## src/rtl/crypto_frame_builder.sv

```systemverilog
`default_nettype none
// ============================================================================
// Module   : crypto_frame_builder
// Purpose  : Builds one AES-GCM input frame per command. The frame is the
//            key word, a header word that carries the IV and the last-block
//            size, then the plaintext packed into 128-bit words. Early or
//            missing TLAST on the plaintext stream raises frame_err and is
//            recovered without stalling the crypto stage.
// Ports    : clk, rst_n (async, active-low)
//            cfg_key[127:0], cfg_hdr[95:0], cmd_len[15:0] - sampled at accept
//            cmd_valid / cmd_ready                         - command handshake
//            S_AXIS_* (32-bit)  - plaintext in, first byte at [31:24]
//            M_AXIS_* (128-bit) - frame words out to the crypto stage
//            frame_err          - one-cycle pulse on TLAST mismatch
// Revision : 1.0 - initial release
// ============================================================================
module crypto_frame_builder (
    input  logic         clk,
    input  logic         rst_n,
    input  logic [127:0] cfg_key,
    input  logic [95:0]  cfg_hdr,
    input  logic         cmd_valid,
    output logic         cmd_ready,
    input  logic [15:0]  cmd_len,
    input  logic         S_AXIS_TVALID,
    output logic         S_AXIS_TREADY,
    input  logic [31:0]  S_AXIS_TDATA,
    input  logic         S_AXIS_TLAST,
    output logic         M_AXIS_TVALID,
    input  logic         M_AXIS_TREADY,
    output logic [127:0] M_AXIS_TDATA,
    output logic         M_AXIS_TLAST,
    output logic         frame_err
);

    typedef enum logic [2:0] {
        IDLE  = 3'd0,
        KEY   = 3'd1,
        HDR   = 3'd2,
        PACK  = 3'd3,
        SEND  = 3'd4,
        DRAIN = 3'd5
    } state_t;

    state_t         r_state;
    state_t         w_next_state;

    logic [127:0]   r_key;
    logic [95:0]    r_hdr;
    logic [15:0]    r_len;
    logic [13:0]    r_beat_cnt;
    logic [11:0]    r_word_cnt;
    logic [127:0]   r_buf;
    logic           r_early;      // early TLAST seen: pad the rest with zeros
    logic           r_owe;        // TLAST still owed: drain after the frame
    logic           r_frame_err;
    logic           r_cmd_ready;

    logic [15:0]    w_len_m1;
    logic [13:0]    w_last_beat_idx;
    logic [11:0]    w_last_word_idx;
    logic [1:0]     w_tail_bytes_m1;
    logic           w_cmd_fire;
    logic           w_beat_fire;
    logic           w_is_last_beat;
    logic           w_is_last_word;
    logic           w_early_tlast;
    logic           w_missing_tlast;
    logic           w_word_done;
    logic           w_send_fire;
    logic [31:0]    w_beat_masked;
    logic [127:0]   w_beat_placed;

    // len-1 gives the last beat index (>>2), last word index (>>4) and the
    // number of valid bytes in the final beat (low two bits + 1) directly,
    // so no counter ever has to reach a "total" value that would overflow.
    assign w_len_m1        = r_len - 16'd1;
    assign w_last_beat_idx = w_len_m1[15:2];
    assign w_last_word_idx = w_len_m1[15:4];
    assign w_tail_bytes_m1 = w_len_m1[1:0];

    assign w_cmd_fire      = (r_state == IDLE) && cmd_valid && r_cmd_ready;
    assign w_beat_fire     = (r_state == PACK) && !r_early && S_AXIS_TVALID;
    assign w_is_last_beat  = (r_beat_cnt == w_last_beat_idx);
    assign w_is_last_word  = (r_word_cnt == w_last_word_idx);
    assign w_early_tlast   = w_beat_fire && S_AXIS_TLAST && !w_is_last_beat;
    assign w_missing_tlast = w_beat_fire && !S_AXIS_TLAST && w_is_last_beat;
    assign w_word_done     = (r_beat_cnt[1:0] == 2'd3) || w_is_last_beat || S_AXIS_TLAST;
    assign w_send_fire     = (r_state == SEND) && M_AXIS_TREADY;

    // Zero the bytes past the end of the frame in the final beat.
    always_comb begin
        w_beat_masked = S_AXIS_TDATA;
        if (w_is_last_beat) begin
            case (w_tail_bytes_m1)
                2'd0:    w_beat_masked = S_AXIS_TDATA & 32'hFF00_0000;
                2'd1:    w_beat_masked = S_AXIS_TDATA & 32'hFFFF_0000;
                2'd2:    w_beat_masked = S_AXIS_TDATA & 32'hFFFF_FF00;
                default: w_beat_masked = S_AXIS_TDATA;
            endcase
        end
    end

    // Beat k of a word lands at [127-32k : 96-32k].
    assign w_beat_placed = {w_beat_masked, 96'd0} >> {r_beat_cnt[1:0], 5'd0};

    // ------------------------------------------------------------------
    // State register
    // ------------------------------------------------------------------
    always_ff @(posedge clk or negedge rst_n) begin
        if (!rst_n) begin
            r_state <= IDLE;
        end else begin
            r_state <= w_next_state;
        end
    end

    // ------------------------------------------------------------------
    // Next-state logic
    // ------------------------------------------------------------------
    always_comb begin
        w_next_state = r_state;
        case (r_state)
            IDLE: begin
                if (w_cmd_fire) w_next_state = KEY;
            end
            KEY: begin
                if (M_AXIS_TREADY) w_next_state = HDR;
            end
            HDR: begin
                if (M_AXIS_TREADY) w_next_state = PACK;
            end
            PACK: begin
                // After an early TLAST every remaining word is all zeros,
                // so it goes straight out without touching the input.
                if (r_early) begin
                    w_next_state = SEND;
                end else if (w_beat_fire && w_word_done) begin
                    w_next_state = SEND;
                end
            end
            SEND: begin
                if (M_AXIS_TREADY) begin
                    if (!w_is_last_word) begin
                        w_next_state = PACK;
                    end else if (r_owe) begin
                        w_next_state = DRAIN;
                    end else begin
                        w_next_state = IDLE;
                    end
                end
            end
            DRAIN: begin
                if (S_AXIS_TVALID && S_AXIS_TLAST) w_next_state = IDLE;
            end
            default: w_next_state = IDLE;
        endcase
    end

    // ------------------------------------------------------------------
    // Datapath registers
    // ------------------------------------------------------------------
    always_ff @(posedge clk or negedge rst_n) begin
        if (!rst_n) begin
            r_key       <= 128'd0;
            r_hdr       <= 96'd0;
            r_len       <= 16'd1;
            r_beat_cnt  <= 14'd0;
            r_word_cnt  <= 12'd0;
            r_buf       <= 128'd0;
            r_early     <= 1'b0;
            r_owe       <= 1'b0;
            r_frame_err <= 1'b0;
            r_cmd_ready <= 1'b0;
        end else begin
            // Registered so that cmd_ready is low throughout reset and
            // rises on the first edge after release.
            r_cmd_ready <= (w_next_state == IDLE);
            r_frame_err <= w_early_tlast | w_missing_tlast;
            if (w_cmd_fire) begin
                r_key      <= cfg_key;
                r_hdr      <= cfg_hdr;
                r_len      <= (cmd_len == 16'd0) ? 16'd1 : cmd_len;
                r_beat_cnt <= 14'd0;
                r_word_cnt <= 12'd0;
                r_buf      <= 128'd0;
                r_early    <= 1'b0;
                r_owe      <= 1'b0;
            end else begin
                if (w_beat_fire) begin
                    r_beat_cnt <= r_beat_cnt + 14'd1;
                    r_buf      <= r_buf | w_beat_placed;
                    if (w_early_tlast)   r_early <= 1'b1;
                    if (w_missing_tlast) r_owe   <= 1'b1;
                end
                if (w_send_fire) begin
                    r_buf <= 128'd0;
                    if (!w_is_last_word) r_word_cnt <= r_word_cnt + 12'd1;
                end
            end
        end
    end

    // ------------------------------------------------------------------
    // Outputs: decoded from state and held registers, so they stay stable
    // for as long as a word is stalled.
    // ------------------------------------------------------------------
    always_comb begin
        M_AXIS_TDATA = 128'd0;
        case (r_state)
            KEY:     M_AXIS_TDATA = r_key;
            HDR:     M_AXIS_TDATA = {r_hdr[95:68], r_len[3:0], r_hdr[63:0], 32'h0};
            SEND:    M_AXIS_TDATA = r_buf;
            default: M_AXIS_TDATA = 128'd0;
        endcase
    end

    assign M_AXIS_TVALID = (r_state == KEY) || (r_state == HDR) || (r_state == SEND);
    assign M_AXIS_TLAST  = (r_state == SEND) && w_is_last_word;
    assign S_AXIS_TREADY = ((r_state == PACK) && !r_early) || (r_state == DRAIN);
    assign cmd_ready     = r_cmd_ready;
    assign frame_err     = r_frame_err;

endmodule
`default_nettype wire

```

## config.mk

```make
export PLATFORM = sky130hd
export DESIGN_NAME = crypto_frame_builder
export DESIGN_NICKNAME = d
export VERILOG_FILES = /design/src/rtl/crypto_frame_builder.sv
export SDC_FILE = /design/constraint.sdc
export NUM_CORES = 1
export LEC_CHECK = 0
export ABC_CLOCK_PERIOD_IN_PS = 4100
export BUFFER_PORTS_ARGS = -buffer_cell sky130_fd_sc_hd__clkbuf_2
export CAP_MARGIN = 20
export CORE_UTILIZATION = 35
export DETAILED_ROUTE_END_ITERATION = 8
export SLEW_MARGIN = 0
export SYNTH_ARGS = -nofsm -noshare
export SYNTH_HDL_FRONTEND = slang
export SYNTH_SLANG_ARGS = --single-unit
```

## constraint.sdc

```tcl
create_clock -name clk -period 4.1 [get_ports clk]
set_input_delay 0.41 -clock clk [delete_from_list [all_inputs] [get_ports clk]]
set_output_delay 0.41 -clock clk [all_outputs]
set_load 0.03 [all_outputs]
```

==> reports/qor.txt <==
status - complete, no violations
Synth area leader - dfrtp_1
Max stage delay on crit path - 0.61 ns
CTS H-Tree Depth - 2
Die Width - 229 µm
Synth Register Bits - 397
pin count of the biggest net entering global routing - 162
Num CTS Buffers - 46
Tmin final - 3.93 ns
WL per Instance - 20.8 µm
startpoint types - flop
site row count - 82
# fillers - 5005
vias per cell - 5.18
Post-DRT Antenna Nets - 0
skew final - 0.0142 ns
Power, Total - 17.2 mW
Netlist cell types - 59
Arr. time, crit path - 3.52 ns
Final GP Congestion - 0.850
Setup-failing EPs final - 0
Seq/Total Area, Yosys - 0.549
GRT Resource Usage Total - 0.247
mapped cell area - 18100 µm²
Buf/Inv on CP - 2
TritonCTS clock tree - built
post-DP HPWL - 45500 µm
DRC Markers - 0
FF+latch area - 9940 µm²
global-route wire length before repair - 99400 µm
Worst-path clk slew - 0.06 ns
asr flop ratio synth - 1.00
initial core utilization - 0.358
worst setup path class - flop to output pin
pins over their slew limit - 0
Max Fclk - 255 MHz
Yosys warnings - 0
Area Growth Syn to Fin - 26.2%
RSZ-0062 raised after global routing - false
worst slew pin tran - 0.926 ns
max-cap violations - 0
period utilisation layout - 0.958
DIE AREA - 52600 µm²
Power Density - 753 nW/µm²
initial antenna violation count - 4
crit path max fanout - 7
vias in the first global route - 16.1k
critical path, cell by cell - or4_4 -> or4_4 -> nor4b_1 -> a311o_1 -> nor2b_4 -> nand2_1 -> nor3_1 -> buf_4 -> clkbuf_2
Layout Nets - 2708
Synth top area share - 0.548
leak pwr - 11.7 nW
Max IR drop VDD - 0.000409 V
WL final - 65200 µm
slowest CP cell - or4_4
type of the most critical hold path - input pin to flop
core area - 50600 µm²
die height - 229 µm
Worst setup EP type - output pin
share of cells above drive strength 1 - 0.220
final setup TNS - 0 ns
worst-skew pair later-pin latency - 0.57 ns
largest cells by area after synthesis - dfrtp_1, nand2_1, a22o_1
Multi-input gate area - 7640 µm²
drt initial violations - 1440
Pre-Repair DR Iteration Count - 6
Congestion Overflow GR - 0
EDFF count, synth - 0
Post-Synthesis Cells - 2035
Post-Syn Nets - 2315
Crit path top cell by count - or4_4
WP data required - 3.69 ns
Avg Inst Size Synth - 8.89 µm²
Port-buffer cells - 406
Synth Flop Type - dfrtp_1
cell family with most CP delay - simple AND/OR/NAND/NOR gates
Hold Fails Final Rpt - 0
CTS Sinks - 397
Longest Clk Path Bufs - 3
# IOs - 411
CTS Root Cell - clkbuf_16
Vias - 16.3k
Slew headroom - 0.379
where the power goes:
group	internal [mW]	switching, mW	total, mW
sequential	5.34	1.17	6.51
combinational	2.13	4.37	6.50
clock	2.49	1.70	4.18
repair_timing:
action,CTS,global route
setup endpoints to repair,1,1
resized for setup,2,1
setup buffers,0,2
hold buffers,46,0
pin swaps,0,2
endpoints found under the hold margin,121,0
synth_stat cells, types with 10 or more instances:
cell type and n:
nand2_1 826, dfrtp_1 396, clkbuf_1 130, a22o_1 128, o21ai_0 110, a22oi_1 97, nor2_1 87, a21oi_1 38
xnor2_1 21, xor2_1 21, nand3_1 18, mux2i_1 12, nor2b_1 12, inv_1 10
state kept, by name, indices dropped and copies added, names as in the netlist:
signal / cells
cmd_ready: 1
frame_err: 1
r_beat_cnt: 14
r_buf: 128
r_early: 1
r_hdr: 92
r_key: 128
r_len: 16
r_owe: 1
r_state: 3
r_word_cnt: 12
placed cells by master, fill, tap and decap left out, types with 4 or more instances in the layout:
| cell | count |
|---|---|
| a21oi_1 | 38 |
| xor2_1 | 21 |
| xnor2_1 | 21 |
| mux2i_1 | 12 |
| buf_12 | 8 |
| inv_1 | 10 |
| clkinv_2 | 11 |
| o21a_1 | 4 |
| nor3b_1 | 4 |
| nand2_1 | 825 |
| nor2_4 | 7 |
| or3_1 | 8 |
| clkbuf_8 | 11 |
| nor2_1 | 83 |
| a22o_1 | 128 |
| nand2b_1 | 6 |
| o21ai_0 | 110 |
| a22oi_1 | 97 |
| a211oi_1 | 4 |
| and3_1 | 9 |
| clkbuf_2 | 405 |
| a31oi_1 | 5 |
| nand4_1 | 8 |
| nor2b_1 | 9 |
| clkbuf_16 | 47 |
| dlygate4sd3_1 | 46 |
| nor3_1 | 8 |
| clkbuf_1 | 9 |
| nor4_1 | 7 |
| nand3_1 | 18 |
| dfrtp_1 | 395 |
| buf_4 | 25 |
area by class of cell:
cell class	instances	area share
clock inverter	17	0.00739
multi-input combinational	1488	0.335
antenna	2	0.000219
clock buffer	67	0.0596
sequential	397	0.435
tap	672	0.0368
inverter	10	0.00164
timing repair buffer	485	0.125
tightest hold or removal path, cell delays in order:
cell and delay (ns):
clkbuf_2 0.08, nand2_1 0.04, nand2_1 0.05
cells by family (layout without fill, tap and decap cells):
logic type      Yosys count  in the layout  share of synthesized area
other cells               0              2                          0
flops                   397            397                      0.549
mux                      13             13                    0.00726
xor+xnor                 42             42                     0.0203
simple gates           1020           1020                      0.230
compound gates          411            411                      0.160
fa+ha+maj                 2              2                    0.00138
buf+inv                 150            579                     0.0321
routing by layer:
| metal | wire length [µm] | GRT usage | vias to the layer above |
|---|---|---|---|
| met4 | 1780 | 0.0769 | 4 |
| met1 | 28900 | 0.343 | 7912 |
| met5 | 32 | 0 | - |
| met3 | 4550 | 0.0554 | 98 |
| li1 | - | - | 7621 |
| met2 | 29900 | 0.384 | 619 |
worst paths after layout:
kind | start | to | slack [ns] | cells past startpoint
setup / recovery | r_len[2] | M_AXIS_TLAST | 0.17 | 9
hold / removal | cfg_hdr[39] | r_hdr[39] | 0.03 | 3
setup reg to reg | r_len[2] | r_buf[45] | 0.76 | 9
hold reg to reg | r_key[107] | r_key[107] | 0.48 | 2
max in group asynchronous | rst_n | r_key[33] | 2.59 | 3
min in group asynchronous | rst_n | r_key[11] | 0.41 | 2
per-stage QoR:
stage	cell area, µm²	util	worst slack, ns	std cells	hold WS (ns)
after detailed placement	20800	0.412	0.468	3004	0.462
after global routing	22800	0.452	0.00198	3137	0.0131
after global placement	20800	0.412	0.465	3004	0.457
after floorplan	18100	-	0.622	2035	0.114
final	22800	0.452	0.174	3138	0.0318
after CTS	22800	0.451	0.0144	3134	0.0000183
Power figures use the tool's default switching activity.
